File: config.mk
export PLATFORM = sky130hd
export DESIGN_NAME = rot_sched
export DESIGN_NICKNAME = d
export VERILOG_FILES = /design/src/rtl/rot_sched_pkg.sv /design/src/rtl/rot_sched_rot8_core.sv /design/src/rtl/rot_sched.sv
export SDC_FILE = /design/constraint.sdc
export NUM_CORES = 1
export LEC_CHECK = 0
export CAP_MARGIN = 10
export CORE_MARGIN = 4
export CORE_UTILIZATION = 50
export CTS_CLUSTER_DIAMETER = 60
export DETAILED_ROUTE_END_ITERATION = 7
export PLACE_DENSITY = 0.86
export SLEW_MARGIN = 20
export SYNTH_ARGS = -nofsm -noshare
export SYNTH_HDL_FRONTEND = slang
export SYNTH_HIERARCHICAL = 1
export SYNTH_SLANG_ARGS = --single-unit
File: constraint.sdc
create_clock -name clk -period 3.6 [get_ports clk]
set_input_delay 0.9 -clock clk [delete_from_list [all_inputs] [get_ports clk]]
set_output_delay 0.9 -clock clk [all_outputs]
set_load 0.01 [all_outputs]
File: src/rtl/rot_sched_pkg.sv
// Shared widths, FSM state type and the left-to-right rotate amount conversion.
package rot_sched_pkg;

  localparam int DATA_W = 8;
  localparam int AMT_W  = 3;

  typedef enum logic {
    EMPTY = 1'b0,
    FULL  = 1'b1
  } state_t;

  // A left rotate by n is a right rotate by (DATA_W - n) mod DATA_W.
  function automatic logic [AMT_W-1:0] left_to_right(input logic [AMT_W-1:0] amt);
    logic [AMT_W:0] diff;
    diff = (AMT_W+1)'(DATA_W) - {1'b0, amt};
    return diff[AMT_W-1:0];
  endfunction

endpackage

File: src/rtl/rot_sched_rot8_core.sv
// Purely combinational 8-bit right rotator: result[k] = data[(k+amt) mod 8].
module rot8_core
  import rot_sched_pkg::*;
(
  input  logic [DATA_W-1:0] data,
  input  logic [AMT_W-1:0]  amt,
  output logic [DATA_W-1:0] result
);

  logic [2*DATA_W-1:0] doubled;

  assign doubled = {data, data} >> amt;
  assign result  = doubled[DATA_W-1:0];

endmodule

File: src/rtl/rot_sched.sv
// Round-robin requesters share one rotator; result registered with 1-cycle latency and held while out_ready=0.
// Accepts while draining for full throughput. Macro ROT_LEFT_EN adds req_left and left rotates.
module rot_sched
  import rot_sched_pkg::*;
#(
  parameter  int NREQ = 2,
  localparam int ID_W = (NREQ > 1) ? $clog2(NREQ) : 1
) (
  input  logic                     clk,
  input  logic                     rst_n,
  input  logic [NREQ-1:0]          req_valid,
  output logic [NREQ-1:0]          req_ready,
  input  logic [NREQ*DATA_W-1:0]   req_data,
  input  logic [NREQ*AMT_W-1:0]    req_amt,
`ifdef ROT_LEFT_EN
  input  logic [NREQ-1:0]          req_left,
`endif
  output logic                     out_valid,
  input  logic                     out_ready,
  output logic [DATA_W-1:0]        out_data,
  output logic [ID_W-1:0]          out_id,
  output logic [15:0]              done_cnt
);

  state_t            state, state_nxt;
  logic [ID_W-1:0]   last_grant;
  logic [ID_W-1:0]   grant;
  logic [ID_W-1:0]   cand;
  logic              found;
  logic              can_accept;
  logic              accept;

  logic [DATA_W-1:0] data_arr [NREQ];
  logic [AMT_W-1:0]  amt_arr  [NREQ];
  logic [DATA_W-1:0] sel_data;
  logic [AMT_W-1:0]  sel_amt;
  logic [AMT_W-1:0]  eff_amt;
  logic [DATA_W-1:0] rot_result;

  for (genvar i = 0; i < NREQ; i++) begin : g_unpack
    assign data_arr[i] = req_data[i*DATA_W +: DATA_W];
    assign amt_arr[i]  = req_amt[i*AMT_W +: AMT_W];
  end

  always_comb begin
    found = 1'b0;
    grant = '0;
    cand  = '0;
    for (int k = 1; k <= NREQ; k++) begin
      cand = ID_W'((int'(last_grant) + k) % NREQ);
      if (!found && req_valid[cand]) begin
        found = 1'b1;
        grant = cand;
      end
    end
  end

  // rst_n gates acceptance so req_ready reads 0 throughout reset.
  assign can_accept = rst_n && ((state == EMPTY) || out_ready);
  assign accept     = can_accept && found;

  always_comb begin
    req_ready = '0;
    if (accept) req_ready[grant] = 1'b1;
  end

  assign sel_data = data_arr[grant];
  assign sel_amt  = amt_arr[grant];

`ifdef ROT_LEFT_EN
  assign eff_amt = req_left[grant] ? left_to_right(sel_amt) : sel_amt;
`else
  assign eff_amt = sel_amt;
`endif

  rot8_core u_core (
    .data   (sel_data),
    .amt    (eff_amt),
    .result (rot_result)
  );

  always_comb begin
    state_nxt = state;
    out_valid = 1'b0;
    case (state)
      EMPTY: begin
        if (accept) state_nxt = FULL;
      end
      FULL: begin
        out_valid = 1'b1;
        if (out_ready && !accept) state_nxt = EMPTY;
      end
      default: state_nxt = EMPTY;
    endcase
  end

  always_ff @(posedge clk or negedge rst_n) begin
    if (!rst_n) state <= EMPTY;
    else        state <= state_nxt;
  end

  always_ff @(posedge clk or negedge rst_n) begin
    if (!rst_n) begin
      out_data   <= '0;
      out_id     <= '0;
      last_grant <= ID_W'(NREQ - 1);
    end else if (accept) begin
      out_data   <= rot_result;
      out_id     <= grant;
      last_grant <= grant;
    end
  end

  always_ff @(posedge clk or negedge rst_n) begin
    if (!rst_n) begin
      done_cnt <= '0;
    end else if (out_valid && out_ready && (done_cnt != 16'hFFFF)) begin
      done_cnt <= done_cnt + 16'd1;
    end
  end

endmodule

Word level (Yosys, flattened, before mapping):

Cells that the tools add are included.

* bits in registers: 27
* input port bits: 27
* output and inout port bits: 28
* word-level logic and storage cells: 48

* $add $sub $neg: 3
* magnitude comparators: 5
* equal/unequal tests: 1
* shift-type cells: 1
* multiplexer cells: 21
* bitwise logic cells: 2
* reduce and logical (&&, ||, !) cells: 10

Operator list (count)
* $mux 8: 3
* $add 16x1->16 const B: 1
* $ne 16x16->1 const B: 1
* $shr 16x3->8: 1
* $mux 1: 12
* $mux 3: 3
* $logic_and 1x1->1: 7
* $lt 1x2->1 const B: 3
* $add 1x1->1 const B: 2
* $ge 2x2->1 const B: 1
* $logic_not 1->1: 2
* $mux 2: 1
* $not 1->2: 1
* $pmux 1 s2: 1
* $demux 1 s1: 1
* $ge 1x1->1 const B: 1
* $logic_or 1x1->1: 1
* $not 1->1: 1

Depth between registers and ports, before layout:

Gate-level depths: netlist of the first run.

* depth after elaboration: 12
* mapped depth: 8
* gate-level depth less buffers: 6

Hierarchy:

Netlist of the first run, hierarchy kept.

By module, submodules not included
* rot_sched: instances 1, cells each 133, area each 1367.6 um2, seq. area each 676.9 um2
* rot8_core: instances 1, cells each 19, area each 326.6 um2, seq. area each 0.0 um2

Worst setup path after synthesis of the first run:

Ideal clock, no wire load.

* path kind: input-to-reg
* start: in req_valid[1]
* end: reg out_data[0]
* library setup time: 0.117 ns
* arrival time: 2.683 ns
* slack: 0.800 ns
* cell stages on the path: 8
* cell sequence: a21boi_1 buf_2 mux2_2 buf_6 mux4_1 mux2_2 nand2_1 nand2_1

* cells in the longest elaborated chain, start to end: 11

Ends and longest elaborated chain
* start, declared: line rot_sched.sv:11 `input logic [NREQ-1:0] req_valid,`
* $mux 1 (implied by the code) (2 in a row): line rot_sched.sv:51 `if (!found && req_valid[cand]) begin`
* $mux 1: line rot_sched.sv:51
* $logic_not 1->1: line rot_sched.sv:51
* $logic_and 1x1->1: line rot_sched.sv:51
* $mux 1 (*): line rot_sched.sv:51
* $not 1->2 (implied by the code) (*): line rot_sched.sv:68 `assign sel_amt = amt_arr[grant];`
* $mux 3 (implied by the code) (*) (3 in a row): line rot_sched.sv:68
* named net eff_amt[1]: line rot_sched.sv:37 `logic [AMT_W-1:0] eff_amt;`
* $shr 16x3->8 (*): line rot_sched_rot8_core.sv:12 `assign doubled = {data, data} >> amt;`
* named net rot_result[0]: line rot_sched.sv:38 `logic [DATA_W-1:0] rot_result;`
* end signal, assigned: line rot_sched.sv:108 `out_data <= rot_result;`
* end, declared: line rot_sched.sv:20 `output logic [DATA_W-1:0] out_data,`

Mark *: on every way through the listed nets, which the timed path passes. The rest lies on a longest branch. The select of a mux whose other input is x is not followed.
A chain may end at the register's enable or synchronous reset.

Worst setup path after layout of the first run:

* start: in out_ready
* end: out req_ready[1]

* cells in the longest elaborated chain, start to end: 4

Ends and longest elaborated chain
* start, declared: line rot_sched.sv:19 `input logic out_ready,`
* $logic_or 1x1->1: line rot_sched.sv:59 `assign can_accept = rst_n && ((state == EMPTY) || out_ready);`
* $logic_and 1x1->1: line rot_sched.sv:59
* $logic_and 1x1->1: line rot_sched.sv:60 `assign accept = can_accept && found;`
* $mux 2: line rot_sched.sv:64 `if (accept) req_ready[grant] = 1'b1;`
* end, declared: line rot_sched.sv:12 `output logic [NREQ-1:0] req_ready,`

Every way passes these cells.

==> metrics.cfg, run 1 <==
[status]
status = finished, final reports clean

[timing]
finalSetupViolations = 0
rsz0062_at_grt = no
hold_ws_ns = 0.497
fmax_ghz = 0.296
slew_headroom_pct = 65.5
setup_ws_ns = 0.222
tightest_slew_ns = 0.513
min_period_ns = 3.38
timing.setup.tns_ns = 0
hold_viol_final = 0
min_period_over_period_pct = 93.8
final_max_slew_viol_count = 0
final.setup_skew_ns = 0.0171

[power]
powerDensity_mw_per_mm2 = 422
power_leakage_nw = 0.992
peakVddDrop_v = 0.000243

[final_layout]
diodes = 0
layout_common_cells = clkdlybuf4s50_1, nand2_1, dfrtp_1
final_common_cell = clkdlybuf4s50_1
drive_gt1_share_pct = 14.4
nNetsFinal = 237
stdcell_count = 252
area_delta_synth_final_pct = 36.4

[setup_path]
start_kind = input pin
crit_slowest_cell = clkdlybuf4s50_1
path_cells = clkdlybuf4s50_1, nand2b_1, nor2b_1, and2_1, clkdlybuf4s50_1
critPathCaptureType = output pin
cp.arrival_ns = 2.48
r2r_cells = 7
path_max_fanout = 3
rrSetupSlack_ns = 1.30
worstPathRequired_ns = 2.70
path_class = in -> out
cpMostUsedCell = clkdlybuf4s50_1
cp_slowest_stage_delay_ns = 0.55
timing.rr.end = out_data[6]$_DFFE_PN0P_
r2r-start = last_grant$_DFFE_PN1P_

[drt]
via_per_inst = 5.44
wl_per_cell_um = 15.7
detail-route-antenna-nets = 0
drtPass1Iterations = 4
drcViolationCount = 0
routed_wl_um = 3960
drt_iter0_markers = 117
vias = 1372

[worst_hold_path]
min_delay_path_depth = 2
holdPathEnd = out_data[6]$_DFFE_PN0P_
hp-class = reg -> reg
hold_path.startpoint = out_data[6]$_DFFE_PN0P_

[floorplanning]
num_io_pins = 55
die_h_um = 66.2
start_util_pct = 53.7
rows = 20
chipWidth_um = 66.2
coreArea_mm2 = 0.00315
dieArea_mm2 = 0.00438

[cts]
cts_num_sinks = 27
clock-root-buffer = clkbuf_4
cts_tree = built
cts_resized = 0
htreeDepth = 1
cts_buffers = 3
cts.clk_slew.worst_paths_ns = 0.15
insertion_delay_ns = 0.33
clock_path_buffers = 2
post_cts_buffers = 0
cts_hold_buf = 0

[global_routing]
use_met1_pct = 26.2
grt_max_degree = 28
met3_usage_pct = 3.74
first_global_vias = 1377
antenna_found_initial = 0
grt-busiest-layer = met2
met2_usage_pct = 33.7
grt_pass1_wl_um = 6710
grt_use_total_pct = 19.8
grt_overflow = 0

[synthesis]
netlist_area_mm2 = 0.00169
ys_warn_count = 6
synthCells = 152
synth_seq_area_share_pct = 40.0
synth.distinct_cells = 35
synth_seq_cells = 27
synth.net_count = 180
avgSynthCellArea_um2 = 11.1

[placement]
io_buffers = 54
preCtsSetupSlack_ns = 0.238
globalplace.congestion = 0.775
post-dp-hpwl_um = 3090
place_inst = 248

[flow_run]
drv_cap = 0

worst max-delay path: cells and delay by family:
kind	cells	cell delay, ns
and+or+nand+nor	3	0.53
buffers and inverters	2	1.05
sequential cells by signal (all words and copies together), names as in the netlist:
register and flops:
done_cnt 16, out_data 8, state 1, out_id 1
last_grant 1
how the worst max path moves through the flow:
stage,from,end,slack (ns),cells after the start
finish,out_ready,req_ready[1],0.22,5
global route,out_ready,req_ready[1],0.13,5
CTS,out_ready,req_ready[1],0.22,5
detailed placement,out_ready,req_ready[1],0.24,5
global placement,out_ready,req_ready[1],0.23,5
floorplan,req_valid[1],out_data[0]$_DFFE_PN0P_,0.80,8
report_power, final:
group,leakage [nW],switching (mW),internal (mW),total [mW]
registers,0.344,0.0776,0.368,0.445
logic,0.634,0.160,0.238,0.398
clock network,0.0139,0.0887,0.0425,0.131
total,0.992,0.326,0.648,0.974
layer usage:
| metal | routed length (um) | vias to the layer above |
|---|---|---|
| met5 | 0 | - |
| met4 | 0 | 0 |
| met3 | 221 | 0 |
| met2 | 2000 | 59 |
| met1 | 1740 | 647 |
| li1 | - | 666 |
synthesized netlist by cell type (all sizes together):
master   n  area share (%)
nand3    6             1.8
ha       1            0.74
or4      1            0.66
dfstp    1             1.6
nor4     3             1.5
a21oi    2            0.59
mux4     8              12
nor2b    1            0.37
nor3b    1            0.44
or2      1            0.37
mux2    20              14
nand2   29             6.4
a21o     2            0.89
nand2b   2            0.74
nor3     6             1.8
o21ai    1            0.30
dfrtp   26              38
buf      4             1.8
xor2     7             3.6
a21boi   1            0.44
inv      1            0.22
nand4    8             4.2
nor2     7             1.7
clkbuf   2            0.44
xnor2    7             3.6
and3     1            0.37
and2     3             1.1
through the flow:
| stage | power [mW] | utilization (%) | instance area, um2 |
|---|---|---|---|
| after floorplan | 0.635 | - | 1690 |
| after global placement | 0.820 | 72.3 | 2280 |
| after detailed placement | 0.842 | 72.3 | 2280 |
| after CTS | 0.979 | 73.3 | 2310 |
| after global routing | 1.04 | 73.3 | 2310 |
| final | 0.974 | 73.3 | 2310 |
logic make-up (layout without fill, tap and decap cells):
logic type / after synthesis / after routing / share of synthesized area [%]
xor gates and xnor gates: 14 / 14 / 7.24
DFF: 27 / 27 / 40.0
and+or+nand+nor: 69 / 69 / 21.4
AOI/OAI and AO/OA: 6 / 6 / 2.22
muxes: 28 / 28 / 25.9
adders and majority gates: 1 / 1 / 0.738
buffers and inverters: 7 / 63 / 2.51
layout make-up:
cell class	count	area, um2
tap	44	55.1
multi-input combinational	118	975
clock inverter	1	7.51
inverter	1	3.75
fill	242	842
sequential	27	677
clock buffer	3	22.5
timing repair buffer	58	571
(Power assumes the default switching activity.)
==> inputs of run 2 (changes only) <==
--- a/config.mk
+++ b/config.mk
@@ -5,7 +5,6 @@
 export SDC_FILE = /design/constraint.sdc
 export NUM_CORES = 1
 export LEC_CHECK = 0
-export CAP_MARGIN = 10
 export CORE_MARGIN = 4
 export CORE_UTILIZATION = 50
 export CTS_CLUSTER_DIAMETER = 60
==> results of run 2 <==
Final layout, timing and power as in run 1 (identical DEF).
